===== config.mk =====
export PLATFORM = sky130hd
export DESIGN_NAME = row_psum_accumulator
export DESIGN_NICKNAME = d
export VERILOG_FILES = /design/src/rtl/row_psum_accumulator.sv
export SDC_FILE = /design/constraint.sdc
export NUM_CORES = 1
export LEC_CHECK = 0
export ABC_AREA = 0
export CAP_MARGIN = 20
export CORE_MARGIN = 2
export CORE_UTILIZATION = 25
export DETAILED_ROUTE_END_ITERATION = 8
export SLEW_MARGIN = 20
export SYNTH_ARGS = -nofsm -noshare
export SYNTH_HDL_FRONTEND = slang
export SYNTH_SLANG_ARGS = --single-unit

===== constraint.sdc =====
create_clock -name clk -period 3.25 [get_ports clk]
set_input_delay 0.65 -clock clk [delete_from_list [all_inputs] [get_ports clk]]
set_output_delay 0.65 -clock clk [all_outputs]
set_load 0.01 [all_outputs]

===== src/rtl/row_psum_accumulator.sv =====
// Accumulates NUM_TILES consecutive signed row partial sums into one wide word and
// queues completed words in a small output FIFO. Optional macro: ACC_SATURATE_EN.
module row_psum_accumulator #(
    parameter int PARTIAL_SUM_BW = 24,
    parameter int ACC_BW         = 32,
    parameter int NUM_TILES      = 4,
    parameter int FIFO_DEPTH     = 4
) (
    input  logic                                                 clk,
    input  logic                                                 rstn,
    input  logic                                                 clr,
    input  logic                                                 psum_valid,
    input  logic [PARTIAL_SUM_BW-1:0]                            psum_in,
    output logic                                                 psum_ready,
    output logic                                                 out_valid,
    input  logic                                                 out_ready,
    output logic [ACC_BW-1:0]                                    out_data,
    output logic [((NUM_TILES > 1) ? $clog2(NUM_TILES) : 1)-1:0] tile_cnt,
    output logic [$clog2(FIFO_DEPTH):0]                          fifo_count
`ifdef ACC_SATURATE_EN
    ,
    output logic                                                 sat_flag
`endif
);

    localparam int TW = (NUM_TILES > 1) ? $clog2(NUM_TILES) : 1;
    localparam int PW = $clog2(FIFO_DEPTH);
    localparam int CW = PW + 1;

    localparam logic [0:0] IDLE  = 1'b0;
    localparam logic [0:0] ACCUM = 1'b1;

    localparam logic [TW-1:0] LAST_TILE = TW'(NUM_TILES - 1);

    logic [0:0]        state_q, state_d;
    logic [ACC_BW-1:0] acc_q, acc_d;
    logic [TW-1:0]     tile_q, tile_d;
    logic [PW-1:0]     wr_ptr_q, wr_ptr_d;
    logic [PW-1:0]     rd_ptr_q, rd_ptr_d;
    logic [CW-1:0]     count_q, count_d;
    logic [ACC_BW-1:0] head_q, head_d;
    logic [ACC_BW-1:0] mem [FIFO_DEPTH];

    logic [ACC_BW-1:0] ext;
    logic [ACC_BW-1:0] sum;
    logic [ACC_BW-1:0] push_data;
    logic [PW-1:0]     rd_next;
    logic              full, empty, accept, pop, push;

    assign ext     = ACC_BW'($signed(psum_in));
    assign rd_next = rd_ptr_q + PW'(1);
    assign full    = (count_q == CW'(FIFO_DEPTH));
    assign empty   = (count_q == '0);

    // Only the sample that would complete a word is stalled; fullness is taken
    // before any same-cycle pop.
    assign psum_ready = !(full && (tile_q == LAST_TILE));
    assign accept     = psum_valid && psum_ready;
    assign pop        = !empty && out_ready;

`ifdef ACC_SATURATE_EN
    logic [ACC_BW:0] wide_sum;
    logic            add_ovf;
    logic            sat_seen_q, sat_seen_d;
    logic            sat_flag_q, sat_flag_d;

    assign wide_sum = {acc_q[ACC_BW-1], acc_q} + {ext[ACC_BW-1], ext};
    assign add_ovf  = wide_sum[ACC_BW] ^ wide_sum[ACC_BW-1];
    assign sum      = !add_ovf          ? wide_sum[ACC_BW-1:0] :
                      wide_sum[ACC_BW]  ? {1'b1, {(ACC_BW-1){1'b0}}} :
                                          {1'b0, {(ACC_BW-1){1'b1}}};
    assign sat_flag = sat_flag_q;
`else
    assign sum = acc_q + ext;
`endif

    always_comb begin
        state_d   = state_q;
        acc_d     = acc_q;
        tile_d    = tile_q;
        push      = 1'b0;
        push_data = sum;
`ifdef ACC_SATURATE_EN
        sat_seen_d = sat_seen_q;
        sat_flag_d = 1'b0;
`endif
        if (accept) begin
            if (state_q == IDLE) begin
                if (NUM_TILES == 1) begin
                    push      = 1'b1;
                    push_data = ext;
                end else begin
                    acc_d   = ext;
                    tile_d  = TW'(1);
                    state_d = ACCUM;
`ifdef ACC_SATURATE_EN
                    sat_seen_d = 1'b0;
`endif
                end
            end else if (tile_q == LAST_TILE) begin
                push    = 1'b1;
                acc_d   = '0;
                tile_d  = '0;
                state_d = IDLE;
`ifdef ACC_SATURATE_EN
                sat_flag_d = sat_seen_q || add_ovf;
                sat_seen_d = 1'b0;
`endif
            end else begin
                acc_d  = sum;
                tile_d = tile_q + TW'(1);
`ifdef ACC_SATURATE_EN
                sat_seen_d = sat_seen_q || add_ovf;
`endif
            end
        end

        wr_ptr_d = push ? (wr_ptr_q + PW'(1)) : wr_ptr_q;
        rd_ptr_d = pop ? rd_next : rd_ptr_q;
        count_d  = count_q + CW'(push) - CW'(pop);

        // The head register keeps the last popped word once the FIFO drains.
        head_d = head_q;
        if (pop && (count_q > CW'(1))) begin
            head_d = mem[rd_next];
        end else if (push && (empty || (pop && count_q == CW'(1)))) begin
            head_d = push_data;
        end

        if (clr) begin
            state_d  = IDLE;
            acc_d    = '0;
            tile_d   = '0;
            push     = 1'b0;
            wr_ptr_d = '0;
            rd_ptr_d = '0;
            count_d  = '0;
            head_d   = '0;
`ifdef ACC_SATURATE_EN
            sat_seen_d = 1'b0;
            sat_flag_d = 1'b0;
`endif
        end
    end

    always_ff @(posedge clk or negedge rstn) begin
        if (!rstn) begin
            state_q  <= IDLE;
            acc_q    <= '0;
            tile_q   <= '0;
            wr_ptr_q <= '0;
            rd_ptr_q <= '0;
            count_q  <= '0;
            head_q   <= '0;
`ifdef ACC_SATURATE_EN
            sat_seen_q <= 1'b0;
            sat_flag_q <= 1'b0;
`endif
        end else begin
            state_q  <= state_d;
            acc_q    <= acc_d;
            tile_q   <= tile_d;
            wr_ptr_q <= wr_ptr_d;
            rd_ptr_q <= rd_ptr_d;
            count_q  <= count_d;
            head_q   <= head_d;
`ifdef ACC_SATURATE_EN
            sat_seen_q <= sat_seen_d;
            sat_flag_q <= sat_flag_d;
`endif
        end
    end

    always_ff @(posedge clk) begin
        if (push) begin
            mem[wr_ptr_q] <= push_data;
        end
    end

    assign out_valid  = !empty;
    assign out_data   = head_q;
    assign tile_cnt   = tile_q;
    assign fifo_count = count_q;

endmodule

==> impl.org <==
** Final layout
- Of the cells placed in the final design, the portion with a size suffix greater than 1 is 0.257.
- Antenna diode count :: 0
- Fillers :: 3868
- Once layout is complete, the utilization of the core stands at 0.332.
- Final net count :: 1068
- Relative to the synthesized area, the layout overhead comes to 31.9%.

** CTS
- Worst skew pair latency :: 0.49 ns
- The clock net in this run drives a total of 202 sinks.
- Clock Path Buffers :: 3
- For this design, the CTS-stage hold fixing added 0 buffers.
- H-tree levels :: 1
- CTS root buffer :: sky130_fd_sc_hd__clkbuf_16
- Clock edge transition at the registers on the reported setup and hold paths :: 0.06 ns
- TritonCTS clock tree :: built
- Clock buffer count from CTS :: 21

** Route
- Vias per std cell :: 4.72
- The routed layout has 7259 vias.
- The first detailed-routing pass took 5 iterations.
- The detailed router finished its first iteration with 494 violations.
- In this run the remaining antenna-violating nets after routing total 0.
- Total Routed Length :: 27000 um
- # DRC :: 0
- Average wire length per cell after detail routing :: 17.6 um

** Logic synthesis
- Synthesized netlist net count :: 873
- Summed over all instances, the cell type with the most area after synthesis is sky130_fd_sc_hd__edfxtp_1.
- Most common library cells after synthesis :: 128 x sky130_fd_sc_hd__edfxtp_1, 76 x sky130_fd_sc_hd__nand2_1, 74 x sky130_fd_sc_hd__dfrtp_1
- Average instance area after synthesis :: 12.4 um2
- Leading register cell type out of synthesis :: sky130_fd_sc_hd__edfxtp_1
- The synthesized netlist contains 68 unique library cells.
- Dominant cell by count in the synthesized netlist :: sky130_fd_sc_hd__edfxtp_1
- Post-Synth Simple-Gate Area :: 0.107
- Of the total synthesized cell area, the portion taken by full adders, half adders and majority gates is 0.0530.
- Number of enable-type register cells in the synthesized netlist :: 128
- For this run, the register share of the synthesized area comes to 0.572.
- Compound-Gate Fraction of Synth Area :: 0.135
- Share of synthesized area spent on multiplexers :: 0.0786
- Area contributors post-synth :: sky130_fd_sc_hd__edfxtp_1 39%, sky130_fd_sc_hd__dfrtp_1 19%, sky130_fd_sc_hd__mux4_2 7.2%
- Of the total synthesized cell area, the portion taken by XOR and XNOR cells is 0.0273.
- Synthesis produced 803 cells.
- Of the post-synthesis cell area, the dominant cell type holds 0.386.
- The Yosys step of the flow raised 0 warnings.
- Of all flip-flops after synthesis, the portion carrying an async set or reset was 0.366.
- Synthesized cell area :: 9960 um2
- Flip-flop and latch count after synthesis :: 202
- Main combinational cell family by area after synthesis :: compound AO/OA/AOI/OAI gates

** Global route
- The total overflow left after global routing is 0.
- Number of antenna violations at the first check in global routing :: 0
- Vias in the first global route :: 7324
- Maximum number of pins on one net before global-route repair :: 56
- In the global route stage, overall resource usage came out at 0.129.
- The first global-routing pass estimated 42100 um of wire.

** Timing
- Pin slew with the least headroom to its limit :: 0.837 ns
- Setup slack closes at 0.106 ns.
- Count of endpoints failing hold in the final timing report :: 0
- Setup violations remaining at the end of the flow were counted as 0.
- Of the available clock period, the critical path in the final layout requires 0.967.
- Hold timing on the final database bottoms out at a slack of 0.256 ns.
- Setup TNS :: 0 ns
- Max frequency :: 318 MHz
- On the final layout, the worst clock skew is 0.0116 ns.
- The final number of max-transition violations was 0.
- Max-Slew Margin vs Limit :: 0.442
- Counting I/O delays and the setup requirement, the final critical path takes 3.14 ns.
- Setup repair after global routing could not meet its margin everywhere.

** Worst hold path
- Worst hold-check path type :: in -> async

** Setup path
- WP buf/inv :: 2
- Of all nets on the critical path, the largest fanout is 4.
- Cell seen most often among critical-path stages :: sky130_fd_sc_hd__a21o_1
- The slowest stage of the critical path belongs to the cell sky130_fd_sc_hd__clkdlybuf4s50_1.
- STA puts the critical path data arrival time at 3.52 ns.
- Delay of the slowest cell on the worst path :: 0.56 ns
- The critical path in this run is classified as in -> reg.
- Family of cells with the greatest summed delay on the critical path :: compound AO/OA/AOI/OAI gates
- STA classifies the critical path startpoint as an input port.
- STA classifies the critical path endpoint as a flop.
- For the worst setup path, the data required time is 3.63 ns.
- Traced cell by cell, the critical path runs through clkdlybuf4s50_1, ha_4, a21o_1, a21o_1, a211o_1, a21oi_4, a31oi_2, o41ai_2, buf_4, o21ai_1, xor2_2, a221o_1.

** Power
- Pleak :: 0.00520 uW
- Power comes to 7780 uW.
- Maximum vdd ir drop :: 0.231 mV
- In this run the power density over the cells is 592 nW/um2.

** Placement
- Worst slack after detailed placement :: -0.638 ns
- Number of buffers inserted by port buffering :: 67
- Detailed placement ended at an HPWL of 19400 um.
- Routability-driven placement finished with a final weighted congestion of 0.831.

** Floorplan
- Width of the die :: 204 um
- Count of standard-cell rows :: 73
- Core region area :: 39500 um2
- The initial utilization of the core area, before any placement, comes to 0.252.
- Die height :: 204 um
- Area of the die :: 41500 um2
- During I/O placement, the number of pins put on the boundary was 68.

** Run status
- Result of the run :: complete, no violations

** Run
- Number of max-cap violations :: 0
worst reg2reg max path, stage by stage, from the launching register on:
cell                       delay [ns]
sky130_fd_sc_hd__dfrtp_1         0.39
sky130_fd_sc_hd__ha_2            0.20
sky130_fd_sc_hd__fa_2            0.34
sky130_fd_sc_hd__a21o_1          0.18
sky130_fd_sc_hd__a21oi_2         0.19
sky130_fd_sc_hd__o21ai_1         0.09
sky130_fd_sc_hd__o211ai_1        0.22
sky130_fd_sc_hd__a31oi_2         0.18
sky130_fd_sc_hd__o41ai_2         0.30
sky130_fd_sc_hd__buf_4           0.16
sky130_fd_sc_hd__o21ai_1         0.08
sky130_fd_sc_hd__xor2_2          0.20
sky130_fd_sc_hd__a221o_1         0.32
cells in the final DEF (no fill, tap or decap), drive strengths merged, types with 7 or more instances in the layout:
cell type / synthesis / layout
nand4: 7 / 7
clkbuf: 41 / 26
xnor2: 16 / 16
a21o: 22 / 22
a221oi: 10 / 10
nor2b: 7 / 7
o21ai: 30 / 30
a21oi: 48 / 48
nand2: 77 / 77
ha: 39 / 39
dfrtp: 74 / 74
mux4: 32 / 32
nor3: 20 / 20
edfxtp: 128 / 128
and2: 12 / 12
buf: 7 / 155
clkdlybuf4s50: 0 / 64
nor2: 69 / 69
a211oi: 13 / 13
xor2: 15 / 15
clkinv: 0 / 7
inv: 24 / 24
nand3: 11 / 11
a222oi: 8 / 8
a311oi: 16 / 16
where the power goes:
group | switching, uW | internal [uW] | total (uW)
clock | 1010 | 1350 | 2360
sequential | 140 | 3010 | 3150
combinational | 1180 | 1100 | 2280
total | 2330 | 5450 | 7780
per-stage QoR:
step	cells	instance area, um2
after floorplan	803	9960
after global placement	1495	12300
after detailed placement	1495	12300
after CTS	1532	13000
after global routing	1537	13100
final	1537	13100
what timing repair did:
action                     in CTS  in global routing
setup endpoints to repair      27                 58
gates resized for setup         7                 24
pin swaps                       2                 12
setup buffers                   0                  5
cloned                          0                  0
routing by layer:
layer / global-route usage / vias to the layer above / wire (um)
met5: 0 / - / 0
met1: 0.180 / 3639 / 12700
met4: 0.0224 / 0 / 338
met2: 0.214 / 162 / 12600
met3: 0.0221 / 23 / 1370
li1: - / 3435 / -
registers in the layout (all words and copies together), names as in the netlist:
signal / flops
state_q: 1
mem: 128
wr_ptr_q: 2
out_data: 32
fifo_count: 3
rd_ptr_q: 2
acc_q: 32
tile_cnt: 2
final timing paths:
check / start / to / slack [ns] / cells past startpoint
worst max-delay path: psum_in[7] / acc_q[28] / 0.11 / 12
min in group clk: acc_q[27] / acc_q[27] / 0.48 / 2
worst min register to register: acc_q[27] / acc_q[27] / 0.48 / 2
worst min-delay path: rstn / out_data[29] / 0.26 / 1
worst max register to register: acc_q[0] / acc_q[28] / 0.29 / 12
max in group asynchronous: rstn / acc_q[4] / 2.30 / 2
cells by family (layout without fill, tap and decap cells):
family,Yosys count,count (layout)
compound gates,189,189
xor+xnor,31,31
fa+ha+maj,41,41
buf+inv,72,281
flops,202,202
mux,38,38
simple gates,230,230
area by class of cell:
cell class	instances	area [um2]	share of cell area
inverters	24	90.1	0.00686
multi-input cells	529	4170	0.317
flip-flops and latches	202	5700	0.434
repair buffers	220	1850	0.141
clock inverters	11	103	0.00781
clock buffers	26	574	0.0437
well taps	525	657	0.0500
(Power assumes the default switching activity.)
